### config.mk
export PLATFORM = sky130hd
export DESIGN_NAME = aes_spi_host_flat
export DESIGN_NICKNAME = d
export VERILOG_FILES = /design/src/rtl/aes_spi_host_if.sv /design/src/rtl/aes_spi_host.sv /design/src/flat_wrapper.sv
export SDC_FILE = /design/constraint.sdc
export NUM_CORES = 1
export LEC_CHECK = 0
export CAP_MARGIN = 20
export CORE_UTILIZATION = 40
export DETAILED_ROUTE_END_ITERATION = 10
export PLACE_DENSITY = 0.73
export SYNTH_ARGS = -nofsm -noshare
export SYNTH_HDL_FRONTEND = slang
export SYNTH_SLANG_ARGS = --single-unit
### constraint.sdc
create_clock -name clk -period 4 [get_ports clk]
set_clock_uncertainty 0.1 [all_clocks]
set_input_delay 0.4 -clock clk [delete_from_list [all_inputs] [get_ports clk]]
set_output_delay 0.4 -clock clk [all_outputs]
set_load 0.01 [all_outputs]
### src/rtl/aes_spi_host_if.sv
// Request/result bus between a client and aes_spi_host.
//   master: drives start, data_in, key_in; observes ready, data_out, out_valid, timeout_err
//   slave : the host block (opposite directions)
interface aes_spi_host_if #(
  parameter int unsigned Nk = 6
);
  localparam int unsigned KeyW = 32 * Nk;

  logic            start;
  logic            ready;
  logic [127:0]    data_in;
  logic [KeyW-1:0] key_in;
  logic [127:0]    data_out;
  logic            out_valid;
  logic            timeout_err;

  modport master (
    output start, data_in, key_in,
    input  ready, data_out, out_valid, timeout_err
  );

  modport slave (
    input  start, data_in, key_in,
    output ready, data_out, out_valid, timeout_err
  );
endinterface

### src/rtl/aes_spi_host.sv
// Serial host for a bit-serial AES core: captures one block plus key, shifts
// them into the core LSB first, waits (bounded) for finished, then shifts the
// 128-bit result back in and presents it with a one-cycle valid pulse.
// Ports:
//   clk, rst      : clock, synchronous active-high reset
//   bus (slave)   : start/ready handshake, data_in, key_in, data_out,
//                   out_valid pulse, sticky timeout_err
//   cs, miso      : chip select and serial data toward the core
//   mosi          : serial result data from the core
//   finished      : core completion flag
module aes_spi_host #(
  parameter int unsigned Nk      = 6,
  parameter int unsigned TIMEOUT = 64
) (
  input  logic        clk,
  input  logic        rst,
  aes_spi_host_if.slave bus,
  output logic        cs,
  output logic        miso,
  input  logic        mosi,
  input  logic        finished
);

  localparam int unsigned KeyW     = 32 * Nk;
  localparam int unsigned LoadBits = 128 + KeyW;
  // Sized for the largest key (Nk=8, 384 bits) regardless of Nk.
  localparam int unsigned BitW     = $clog2(128 + 32 * 8);
  localparam int unsigned RunW     = $clog2(TIMEOUT + 1);

  typedef enum logic [2:0] {
    IDLE, SETUP, LOAD, RUN, OSETUP, READ, DONE, ERR
  } state_t;

  state_t              state, nextState;
  logic [BitW-1:0]     bitCnt, bitCntNext;
  logic [RunW-1:0]     runCnt, runCntNext;
  logic [LoadBits-1:0] shiftReg, shiftNext;
  logic [127:0]        dataOutReg, dataOutNext;
  logic                csReg, csNext;
  logic                misoReg, misoNext;
  logic                readyReg, readyNext;
  logic                outValidReg, outValidNext;
  logic                timeoutErrReg, timeoutErrNext;
  logic                accept;

  // Next-state, counters and registered-output next values.
  always_comb begin
    nextState      = state;
    bitCntNext     = bitCnt;
    runCntNext     = runCnt;
    shiftNext      = shiftReg;
    dataOutNext    = dataOutReg;
    timeoutErrNext = timeoutErrReg;
    accept         = 1'b0;

    unique case (state)
      IDLE: begin
        if (bus.start) begin
          accept    = 1'b1;
          nextState = SETUP;
        end
      end
      SETUP: begin
        nextState  = LOAD;
        bitCntNext = '0;
      end
      LOAD: begin
        if (bitCnt == BitW'(LoadBits - 1)) begin
          nextState  = RUN;
          bitCntNext = '0;
          runCntNext = '0;
        end else begin
          bitCntNext = bitCnt + BitW'(1);
        end
      end
      RUN: begin
        // finished is ignored in the first RUN cycle and wins over timeout.
        if ((runCnt != '0) && finished) begin
          nextState  = OSETUP;
          runCntNext = '0;
        end else if (runCnt == RunW'(TIMEOUT - 1)) begin
          nextState  = ERR;
          runCntNext = '0;
        end else begin
          runCntNext = runCnt + RunW'(1);
        end
      end
      OSETUP: begin
        nextState  = READ;
        bitCntNext = '0;
      end
      READ: begin
        dataOutNext = {mosi, dataOutReg[127:1]};
        if (bitCnt == BitW'(127)) begin
          nextState  = DONE;
          bitCntNext = '0;
        end else begin
          bitCntNext = bitCnt + BitW'(1);
        end
      end
      DONE:    nextState = IDLE;
      ERR:     nextState = IDLE;
      default: nextState = IDLE;
    endcase

    // Capture key above data so one right-shift serializes data then key.
    if (accept) begin
      shiftNext      = {bus.key_in, bus.data_in};
      timeoutErrNext = 1'b0;
    end else if (nextState == LOAD) begin
      shiftNext = shiftReg >> 1;
    end

    if (nextState == ERR) begin
      timeoutErrNext = 1'b1;
    end

    csNext       = (nextState == SETUP) || (nextState == LOAD) ||
                   (nextState == OSETUP) || (nextState == READ);
    misoNext     = (nextState == LOAD) ? shiftReg[0] : 1'b0;
    readyNext    = (nextState == IDLE);
    outValidNext = (nextState == DONE);
  end

  // State, counters and output registers.
  always_ff @(posedge clk) begin
    if (rst) begin
      state         <= IDLE;
      bitCnt        <= '0;
      runCnt        <= '0;
      shiftReg      <= '0;
      dataOutReg    <= '0;
      csReg         <= 1'b0;
      misoReg       <= 1'b0;
      readyReg      <= 1'b1;
      outValidReg   <= 1'b0;
      timeoutErrReg <= 1'b0;
    end else begin
      state         <= nextState;
      bitCnt        <= bitCntNext;
      runCnt        <= runCntNext;
      shiftReg      <= shiftNext;
      dataOutReg    <= dataOutNext;
      csReg         <= csNext;
      misoReg       <= misoNext;
      readyReg      <= readyNext;
      outValidReg   <= outValidNext;
      timeoutErrReg <= timeoutErrNext;
    end
  end

  assign cs              = csReg;
  assign miso            = misoReg;
  assign bus.ready       = readyReg;
  assign bus.data_out    = dataOutReg;
  assign bus.out_valid   = outValidReg;
  assign bus.timeout_err = timeoutErrReg;

endmodule

### src/flat_wrapper.sv
// flat-port wrapper written by rule: the top's interface ports become plain ports
module aes_spi_host_flat 
#(
  parameter int unsigned Nk      = 6,
  parameter int unsigned TIMEOUT = 64
)
  (clk, rst, cs, miso, mosi, finished, bus_start, bus_data_in, bus_key_in, bus_ready, bus_data_out, bus_out_valid, bus_timeout_err);
  aes_spi_host_if #(.Nk(Nk)) bus_i ();
  input  logic clk;
  input  logic rst;
  output logic cs;
  output logic miso;
  input  logic mosi;
  input  logic finished;
  input wire logic [$bits(bus_i.start)-1:0] bus_start;
  input wire logic [$bits(bus_i.data_in)-1:0] bus_data_in;
  input wire logic [$bits(bus_i.key_in)-1:0] bus_key_in;
  output wire logic [$bits(bus_i.ready)-1:0] bus_ready;
  output wire logic [$bits(bus_i.data_out)-1:0] bus_data_out;
  output wire logic [$bits(bus_i.out_valid)-1:0] bus_out_valid;
  output wire logic [$bits(bus_i.timeout_err)-1:0] bus_timeout_err;
  assign bus_i.start = bus_start;
  assign bus_i.data_in = bus_data_in;
  assign bus_i.key_in = bus_key_in;
  assign bus_ready = bus_i.ready;
  assign bus_data_out = bus_i.data_out;
  assign bus_out_valid = bus_i.out_valid;
  assign bus_timeout_err = bus_i.timeout_err;
  aes_spi_host #(.Nk(Nk), .TIMEOUT(TIMEOUT)) u_core (.clk(clk), .rst(rst), .bus(bus_i), .cs(cs), .miso(miso), .mosi(mosi), .finished(finished));
endmodule
After elaboration in Yosys (flattened, before gate mapping)
Cells that the tools add are included.
{"block": "totals", "latchBits": 0, "mem_bits_rw": 0, "rom_bits": 0, "regBits": 472, "word_cells": 64, "n_memories": 0, "inputBits": 325, "out_inout_bits": 133}
{"block": "classes", "div": 0, "add_sub_neg": 2, "magnitude_cmp": 0, "multipliers": 0, "bitwise": 1, "n_mux": 19, "eq_ne": 17, "n_reduce_logical": 15, "n_shift": 0}
{"cell": "2-to-1 mux 320 bit", "count": 2}
{"cell": "case mux 9 bit (3 select lines)", "count": 1}
{"cell": "== test 3 bit (second input constant)", "count": 8}
{"cell": "2-to-1 mux 7 bit", "count": 3}
{"cell": "case mux 3 bit (7 select lines)", "count": 1}
{"cell": "2-to-1 mux 9 bit", "count": 2}
{"cell": "2-to-1 mux 3 bit", "count": 5}
{"cell": "case mux 7 bit (2 select lines)", "count": 1}
{"cell": "adder 9 x 1 -> 9 bit (second input constant)", "count": 1}
{"cell": "== test 3 x 2 -> 1 bit (second input constant)", "count": 3}
{"cell": "== test 9 x 7 -> 1 bit (second input constant)", "count": 1}
{"cell": "== test 9 bit (second input constant)", "count": 1}
{"cell": "adder 7 x 1 -> 7 bit (second input constant)", "count": 1}
{"cell": "== test 7 x 6 -> 1 bit (second input constant)", "count": 1}
{"cell": "nonzero test 7 bit", "count": 1}
{"cell": "== test 3 x 1 -> 1 bit (second input constant)", "count": 2}
{"cell": "zero test 3 bit", "count": 2}
{"cell": "nonzero test 2 bit", "count": 3}
{"cell": "OR reduction 2 bit", "count": 3}
{"cell": "2-to-1 mux 1 bit", "count": 4}
{"cell": "logical OR 1 bit", "count": 3}
{"cell": "nonzero test 3 bit", "count": 1}
{"cell": "!= test 2 x 1 -> 1 bit (second input constant)", "count": 1}
{"cell": "AND reduction 2 bit", "count": 1}
{"cell": "2 further kinds", "count": 2}

Longest topological paths before layout
Gate-level depths: netlist of run 1.
{"block": "logic_depth", "ltp_word": 8, "mapped_depth": 11, "ltp_nobuf": 8}

Least setup slack after synthesis of run 1
No wires, ideal clock.
{"block": "synth_path", "path_kind": "reg2reg", "start": "reg u_core.runCnt[2]", "end": "reg u_core.shiftReg[242]", "stages_incl_launch_ff": 10, "path_buffers": 3, "setup_ns": 0.091, "setup_slack_ns": 1.541, "period_less_slack_ns": 2.459, "t_required_ns": 3.809, "arrival_time_ns": 2.268, "path_cell_list": "dfxtp_1 -> or4_4 -> o21a_1 -> o31ai_4 -> and4_1 -> buf_4 -> buf_6 -> buf_6 -> nand3_1 -> a311oi_1"}
{"block": "synth_between", "elab_chain_cells": 6, "word_cells_on_any_way": 8, "cone_classes": "eq/ne (2); mux (3); reduce/logical (3)"}
{"item": "start: declaration", "line_no": "aes_spi_host.sv:36", "rtl": "logic [RunW-1:0] runCnt, runCntNext;"}
{"item": "start signal: assignment", "line_no": "aes_spi_host.sv:141", "rtl": "runCnt <= runCntNext;"}
{"item": "== test 7 x 6 -> 1 bit / nonzero test 7 bit (equally long branches)", "line_no": "aes_spi_host.sv:81, aes_spi_host.sv:78"}
{"item": "2-to-1 mux 3 bit / logical AND 1 bit (equally long branches)", "line_no": "aes_spi_host.sv:81, aes_spi_host.sv:78"}
{"item": "2-to-1 mux 3 bit (*)", "line_no": "aes_spi_host.sv:78", "rtl": "if ((runCnt != '0) && finished) begin"}
{"item": "case mux 3 bit (7 select lines) (*)", "line_no": "aes_spi_host.sv:56", "rtl": "unique case (state)"}
{"item": "== test 3 x 2 -> 1 bit (*)", "line_no": "aes_spi_host.sv:110", "rtl": "end else if (nextState == LOAD) begin"}
{"item": "nonzero test 2 bit (no source line) (*)"}
{"item": "end signal: assignment", "line_no": "aes_spi_host.sv:142", "rtl": "shiftReg <= shiftNext;"}
{"item": "end: declaration", "line_no": "aes_spi_host.sv:37", "rtl": "logic [LoadBits-1:0] shiftReg, shiftNext;"}
Mark *: on every way between the ends. The rest lies on a longest branch, timed or not.
A chain may end at the register's enable or synchronous reset.

Final worst setup path of run 1
{"block": "layout_path", "start": "reg u_core.runCnt[2]", "end": "reg u_core.shiftReg[156]"}
The elaborated chain is that of the path after synthesis.

==> key figures, run 1 <==
Cells and area
  • Area of the multi-input gates: 0.00953 mm^2
  • Share of cells above drive strength 1: 5.06%
  • Fill cells: 4482
  • Synthesis-to-layout area growth: 32.5%
  • FF/Latch Area: 0.00945 mm^2
  • Final Core Density: 53.7%
  • Nets@finish: 3136

Critical path
  • Crit-path max FO: 50
  • Crit path largest cell delay: 730 ps
  • Worst endpoint data arrival time: 3550 ps
  • Crit. End Element: flip-flop
  • Crit. path cell count: 7
  • Buf/Inv on CP: 1
  • Crit path required time: 4370 ps
  • Critical Path Slowest Stage Cell: and4_4
  • CP cell instances: or4_4 -> o21a_1 -> o31ai_4 -> and4_4 -> buf_12 -> nand3_1 -> a311oi_1
  • Crit path kind: flip-flop to flip-flop
  • Critical path launch point type: flip-flop
  • R2R depth: 7
  • Worst path top cell family by delay: simple AND/OR/NAND/NOR gates

Clock tree
  • CTS clk-pin slew, worst paths: 60 ps
  • CTS Hold Bufs: 0
  • CTS Buf Count: 50
  • Post_cts resized: 0
  • Setup Fix Bufs, Post-CTS: 0
  • H-tree levels: 2
  • Clk buf depth: 3
  • Clock sink count: 472
  • Skew-Pair Late Insertion Delay: 580 ps
  • CTS tree: built
  • Root buf cell: clkbuf_16

Placed design
  • Routability Congestion: 0.833
  • DP HPWL: 38700 um
  • IO Port Bufs: 457

STA
  • RSZ-0062 raised after global routing: false
  • Least-Margin Pin Slew: 965 ps
  • Pins over their slew limit: 0
  • Worst slew margin: 35.7%
  • Setup_tns: 0 ps
  • Crit share post-route: 79.3%
  • Max Clk Rate: 315 MHz
  • Crit path time final: 3170 ps
  • Hold Vio Cnt, Final: 0
  • WHS: 265 ps
  • Setup Viol. Count Final: 0

Die
  • Die Y-Extent: 227 um
  • Core Region: 0.0502 mm^2
  • Rows: 82
  • Initial Util: 40.5%
  • DIE AREA: 0.0517 mm^2
  • Io pins: 458
  • Die X: 227 um

Yosys
  • Mapped cell area: 0.0203 mm^2
  • Post-synth top area share: 46.5%
  • FFs w/ async S/R, synth: 0%
  • Syn Area/Cell: 7.98 um^2
  • Post-synthesis xor/xnor area fraction: 0.431%
  • Post-synthesis net count: 2874
  • Post-synthesis mux area share: 0.0985%
  • Area leader, netlist: dfxtp_1
  • Compound-Gate Fraction of Synth Area: 25.9%
  • Combinational family with the most area after synthesis: compound AO/OA/AOI/OAI gates
  • Number of synthesized flops with an enable pin: 0
  • Synth Instances: 2546
  • Synth Area in Adders: 0.185%
  • Area contributors post-synth: dfxtp_1 46%, a311oi_1 14%, o21ai_0 8.0%, nand3_1 7.9%, nor2_1 6.4%
  • Synth warn: 0
  • Most common cell in the netlist: dfxtp_1
  • Sequential area share after synthesis: 46.5%
  • Post-Synth Simple-Gate Area: 20.2%
  • Most used DFF post-synth: dfxtp_1
  • Top cells by count, synth: 472 x dfxtp_1, 344 x nor2_1, 325 x o21ai_0
  • Synth unique cells: 46
  • Flops & latches, synth: 472

Power
  • Pwr/cell area: 458 mW/mm^2
  • Leakage: 0.00871 uW
  • Clock share of power: 40.9%
  • Logic pwr share: 16.1%
  • Maximum vdd drop: 319 uV
  • Sw Share: 27.2%
  • Power Internal: 8970 uW
  • P_sw: 3350 uW
  • Register share of total power: 42.9%

Routing
  • WL per Instance: 17.3 um
  • Drc violations: 0
  • First-iteration detailed-routing DRC count: 1871
  • Antenna viol nets, final: 0
  • Avg Vias per Cell: 5.76
  • Vias after detailed routing: 20325
  • WL final: 61100 um
  • Pre-antenna DRT Iters: 5

GRT
  • GR Layer Usage met1: 28.9%
  • Total track usage: 22.2%
  • First-pass GRT wire length: 95400 um
  • Vias in the first global route: 18593
  • Initial antenna violation count: 4
  • Global route hottest layer: met2
  • GRT met3 Usage: 5.54%
  • GR Util met2: 35.4%
  • Largest net degree at the start of global routing: 172
  • Total congestion overflow: 0

Flow run
  • Maxcap violations: 0

Hold path
  • Hold Path Class: input pin to flip-flop
  • Min-Delay Path Depth: 3

Run status
  • Outcome: finished clean
==> final timing paths <==
check / from / endpoint / slack, ps
max reg2reg: u_core.runCnt[2] / u_core.shiftReg[156] / 830
min: mosi / u_core.bus.data_out[127] / 270
max: u_core.runCnt[2] / u_core.shiftReg[156] / 830
min reg2reg: u_core.bus.data_out[93] / u_core.bus.data_out[92] / 360
==> tightest hold or removal path, cell delays in order <==
cell	delay (ps)
clkdlybuf4s50_1	390
nand2_1	50
a21oi_1	50
==> power groups by stage <==
stage | logic, uW | clock network [uW] | registers (uW)
3_3_place_gp | 1920 | 0 | 5370
2_1_floorplan | 1300 | 0 | 5320
4_1_cts | 1980 | 5130 | 5280
3_5_place_dp | 1970 | 0 | 5370
6_report | 1990 | 5040 | 5290
5_1_grt | 2180 | 5340 | 5330
==> registers in the layout, summed over array words and instances, names as in the netlist <==
name,flops
u_core.bus.data_out,128
u_core.bitCnt,9
u_core.runCnt,7
u_core.cs,1
u_core.bus.out_valid,1
u_core.shiftReg,320
u_core.state,3
u_core.bus.ready,1
u_core.bus.timeout_err,1
u_core.miso,1
==> through the flow <==
stage | setup slack (ps) | instances | instance area [um^2] | power, uW
finish | 828 | 3527 | 26900 | 12300
global placement | 967 | 3428 | 25100 | 7290
CTS | 790 | 3518 | 26900 | 12400
detailed placement | 847 | 3428 | 25100 | 7350
global route | 602 | 3521 | 26900 | 12900
floorplan | 1540 | 2546 | 20300 | 6620
==> layer usage <==
layer | share of wire, % | up-vias
met5 | 0.021 | -
met4 | 2.6 | 2
met3 | 8.1 | 107
met2 | 47 | 772
met1 | 42 | 9676
li1 | - | 9768
==> layout by cell type, fill, tap and decap left out, drive strengths merged, types with 2 or more instances in the layout <==
cell	instances
o31ai	3
diode	9
nor4b	2
inv	9
clkbuf	67
nor3b	2
nand4b	3
ha	3
xor2	3
nand2b	2
dfxtp	472
clkinv	11
buf	49
clkdlybuf4s50	456
o21ai	327
bufinv	8
and3	4
a311oi	320
nor2	344
mux2i	2
a21o	3
nand4	4
nor2b	2
nand2	265
nor3	3
nand3	322
xnor2	7
a21oi	136
==> area by class of cell <==
cell class	instances	share of cell area (%)
Timing Repair Buffer	505	19.5
Antenna cell	9	0.0836
Multi-Input combinational cell	1773	35.4
Clock buffer	67	5.40
Sequential cell	472	35.1
Inverter	6	0.0836
Clock inverter	23	1.31
Tap cell	672	3.12
==> cell families (layout without fill, tap and decap cells) <==
group,count (synthesis),after routing
xor gates and xnor gates,10,10
adders and majority gates,3,3
and+or+nand+nor,959,959
buffers and inverters,301,601
AOI/OAI and AO/OA,799,799
DFF,472,472
muxes,2,2
other,0,9
(Power assumes the default switching activity.)
==> run 2: changes to the inputs <==
--- a/config.mk
+++ b/config.mk
@@ -8,7 +8,7 @@
 export CAP_MARGIN = 20
 export CORE_UTILIZATION = 40
 export DETAILED_ROUTE_END_ITERATION = 10
-export PLACE_DENSITY = 0.73
+export PLACE_DENSITY = 0.75
 export SYNTH_ARGS = -nofsm -noshare
 export SYNTH_HDL_FRONTEND = slang
 export SYNTH_SLANG_ARGS = --single-unit
==> constraint.sdc (replaced) <==
create_clock -name clk -period 2.7 [get_ports clk]
set_clock_uncertainty 0.1 [all_clocks]
set_input_delay 0.27 -clock clk [delete_from_list [all_inputs] [get_ports clk]]
set_output_delay 0.27 -clock clk [all_outputs]
set_load 0.01 [all_outputs]
==> run 2 against run 1 <==
Effect of this change: the run now ends with negative setup slack left; sequential power increased by 49%; clock power rose by 38%; setup slack lost 870 ps; die area is the same; critical endpoint is now u_core.shiftReg[197]; largest cell class unchanged.
==> key figures, run 2 (synthesis gave the netlist of run 1 again) <==
Die
  • Initial Util: 40.5% (unchanged)
  • DIE AREA: 0.0517 mm^2 (unchanged)
  • Die Y-Extent: 227 um (unchanged)
  • Io pins: 458 (unchanged)
  • Die X: 227 um (unchanged)
  • Core Region: 0.0502 mm^2 (unchanged)
  • Rows: 82 (unchanged)

Routing
  • Pre-antenna DRT Iters: 5 (unchanged)
  • WL final: 67800 um (+11%)
  • Avg Vias per Cell: 5.88 (+2.1%)
  • WL per Instance: 18.9 um (+9.2%)
  • First-iteration detailed-routing DRC count: 1859 (-0.64%)
  • Vias after detailed routing: 21079 (+3.7%)
  • Drc violations: 0 (unchanged)
  • Antenna viol nets, final: 0 (unchanged)

Cells and area
  • Area of the multi-input gates: 0.0104 mm^2 (+9.3%)
  • Share of cells above drive strength 1: 12.1% (+7.1 points)
  • Top reg by flops: u_core.shiftReg
  • Fill cells: 4223 (-5.8%)
  • Nets@finish: 3196 (+1.9%)
  • Synthesis-to-layout area growth: 41.2%
  • FF/Latch Area: 0.00945 mm^2 (about the same)
  • Commonest cells after routing, fill and taps aside: 470 x dfxtp_1, 456 x clkdlybuf4s50_1, 344 x nor2_1, 315 x o21ai_0, 287 x nand3_1
  • Max reg flops: 320 (unchanged)
  • Finished Cell Area: 0.0287 mm^2 (+6.6%)
  • Most common cell after layout, fill and taps aside: dfxtp_1
  • Final Core Density: 57.2% (+3.5 points)

STA
  • WHS: 59.0 ps (-206 ps)
  • Worst slew margin: 45.6% (+9.9 points)
  • Pins over their slew limit: 0 (unchanged)
  • Setup Viol. Count Final: 4 (+4)
  • RSZ-0062 raised after global routing: true
  • Crit path time final: 2740 ps (-428 ps)
  • Least-Margin Pin Slew: 810 ps (-156 ps)
  • Hold Vio Cnt, Final: 0 (unchanged)
  • Crit share post-route: 102% (+22 points)
  • Max Clk Rate: 364 MHz (+16%)
  • Worst setup margin: -44.0 ps (-872 ps)

Run status
  • Outcome: finished with violations
  • Failing checks: negative setup slack

GRT
  • Total congestion overflow: 0 (unchanged)
  • Vias in the first global route: 19021 (+2.3%)
  • Total track usage: 23.4% (+1.2 points)
  • Largest net degree at the start of global routing: 142 (-17%)
  • Initial antenna violation count: 9 (+5)
  • First-pass GRT wire length: 99500 um (+4.3%)

Critical path
  • Critical Path Slowest Stage Cell: or4_4
  • Crit path required time: 3090 ps (-1280 ps)
  • Crit path largest cell delay: 540 ps (-190 ps)
  • Critical path launch point type: flip-flop
  • Crit path kind: flip-flop to flip-flop
  • Worst endpoint data arrival time: 3130 ps (-420 ps)
  • CP cell instances: or4_4 -> o21a_1 -> o31ai_4 -> and4_4 -> buf_12 -> buf_16 -> nand3_1 -> a311oi_2
  • Crit. End Element: flip-flop
  • Crit-path max FO: 19 (-62%)

Clock tree
  • H-tree levels: 2 (unchanged)
  • CTS Buf Count: 50 (unchanged)
  • CTS clk-pin slew, worst paths: 60 ps (about the same)
  • Skew-Pair Late Insertion Delay: 600 ps (+20 ps)
  • Clk buf depth: 3 (unchanged)
  • Clock sink count: 472 (unchanged)
  • CTS tree: built
  • Root buf cell: clkbuf_16

Flow run
  • Maxcap violations: 0 (unchanged)

Placed design
  • DP HPWL: 42200 um (+8.8%)
  • Routability Congestion: 0.857 (+3.0%)
  • IO Port Bufs: 457 (unchanged)
  • Post-DP Area: 0.0256 mm^2 (+1.9%)

Hold path
  • Hold Path Class: input pin to flip-flop

Power
  • Leakage: 0.00931 uW (+6.8%)
  • Maximum vdd drop: 497 uV (+56%)
  • Pwr/cell area: 645 mW/mm^2 (+41%)
[run 2: per-layer routing]
metal	track usage, %	wire length [um]	vias to the layer above
li1	-	-	9900
met5	0	80	-
met4	7.90	1950	12
met2	37.7	32100	880
met1	30.2	28200	10127
met3	6.14	5460	160
[run 2: final cells by class]
type / instances / share of cell area, %
repair buffers: 565 / 21.9
flip-flops and latches: 472 / 32.9
diodes: 4 / 0.0349
clock buffers: 66 / 4.92
well taps: 672 / 2.93
multi-input cells: 1773 / 36.3
inverters: 6 / 0.0785
clock inverters: 26 / 0.894
[run 2: worst max-delay path, delay by kind of cell (launching register included)]
family	cells	cell delay [ps]
flip-flops	1	320
AO/OA/AOI/OAI	3	790
buffers and inverters	2	380
AND/OR/NAND/NOR	3	1010
[run 2: final timing paths]
check | from | end | slack, ps | depth (start not counted)
max | u_core.runCnt[6] | u_core.shiftReg[197] | -40 | 8
min | rst | u_core.state[2] | 60 | 2
max reg2reg | u_core.runCnt[6] | u_core.shiftReg[197] | -40 | 8
min reg2reg | u_core.bus.data_out[94] | u_core.bus.data_out[93] | 350 | 2
[run 2: repair_timing]
action	4_1_cts	5_1_grt
cloned	1	15
gates resized for setup	12	174
pin swaps	8	86
hold buffers	0	0
setup buffers	2	10
setup endpoints to repair	26	315
[run 2: where the power goes]
part / leakage, uW / switching (uW) / internal [uW] / total, uW
Sequential: 0.00388 / 317 / 7550 / 7870
Clock: 0.000839 / 2960 / 3990 / 6950
Combinational: 0.00459 / 2090 / 1610 / 3700
[run 2: through the flow]
step                instances  setup WS [ps]  total power [uW]  TNS [ps]
finish                   3584          -44.0             18500      -123
global route             3582           -119             19200     -5450
CTS                      3555          -27.3             18000     -27.3
detailed placement       3460          -52.9             11100     -72.9
global placement         3460           70.2             11000         0
floorplan                2546            241              9810         0
==> run 3: changes to the inputs <==
--- a/config.mk
+++ b/config.mk
@@ -7,6 +7,7 @@
 export LEC_CHECK = 0
 export CAP_MARGIN = 20
 export CORE_UTILIZATION = 40
+export CTS_CLUSTER_SIZE = 30
 export DETAILED_ROUTE_END_ITERATION = 10
 export PLACE_DENSITY = 0.75
 export SYNTH_ARGS = -nofsm -noshare
==> results of run 3 <==
The final DEF is identical to that of run 2; final timing and power are the same.
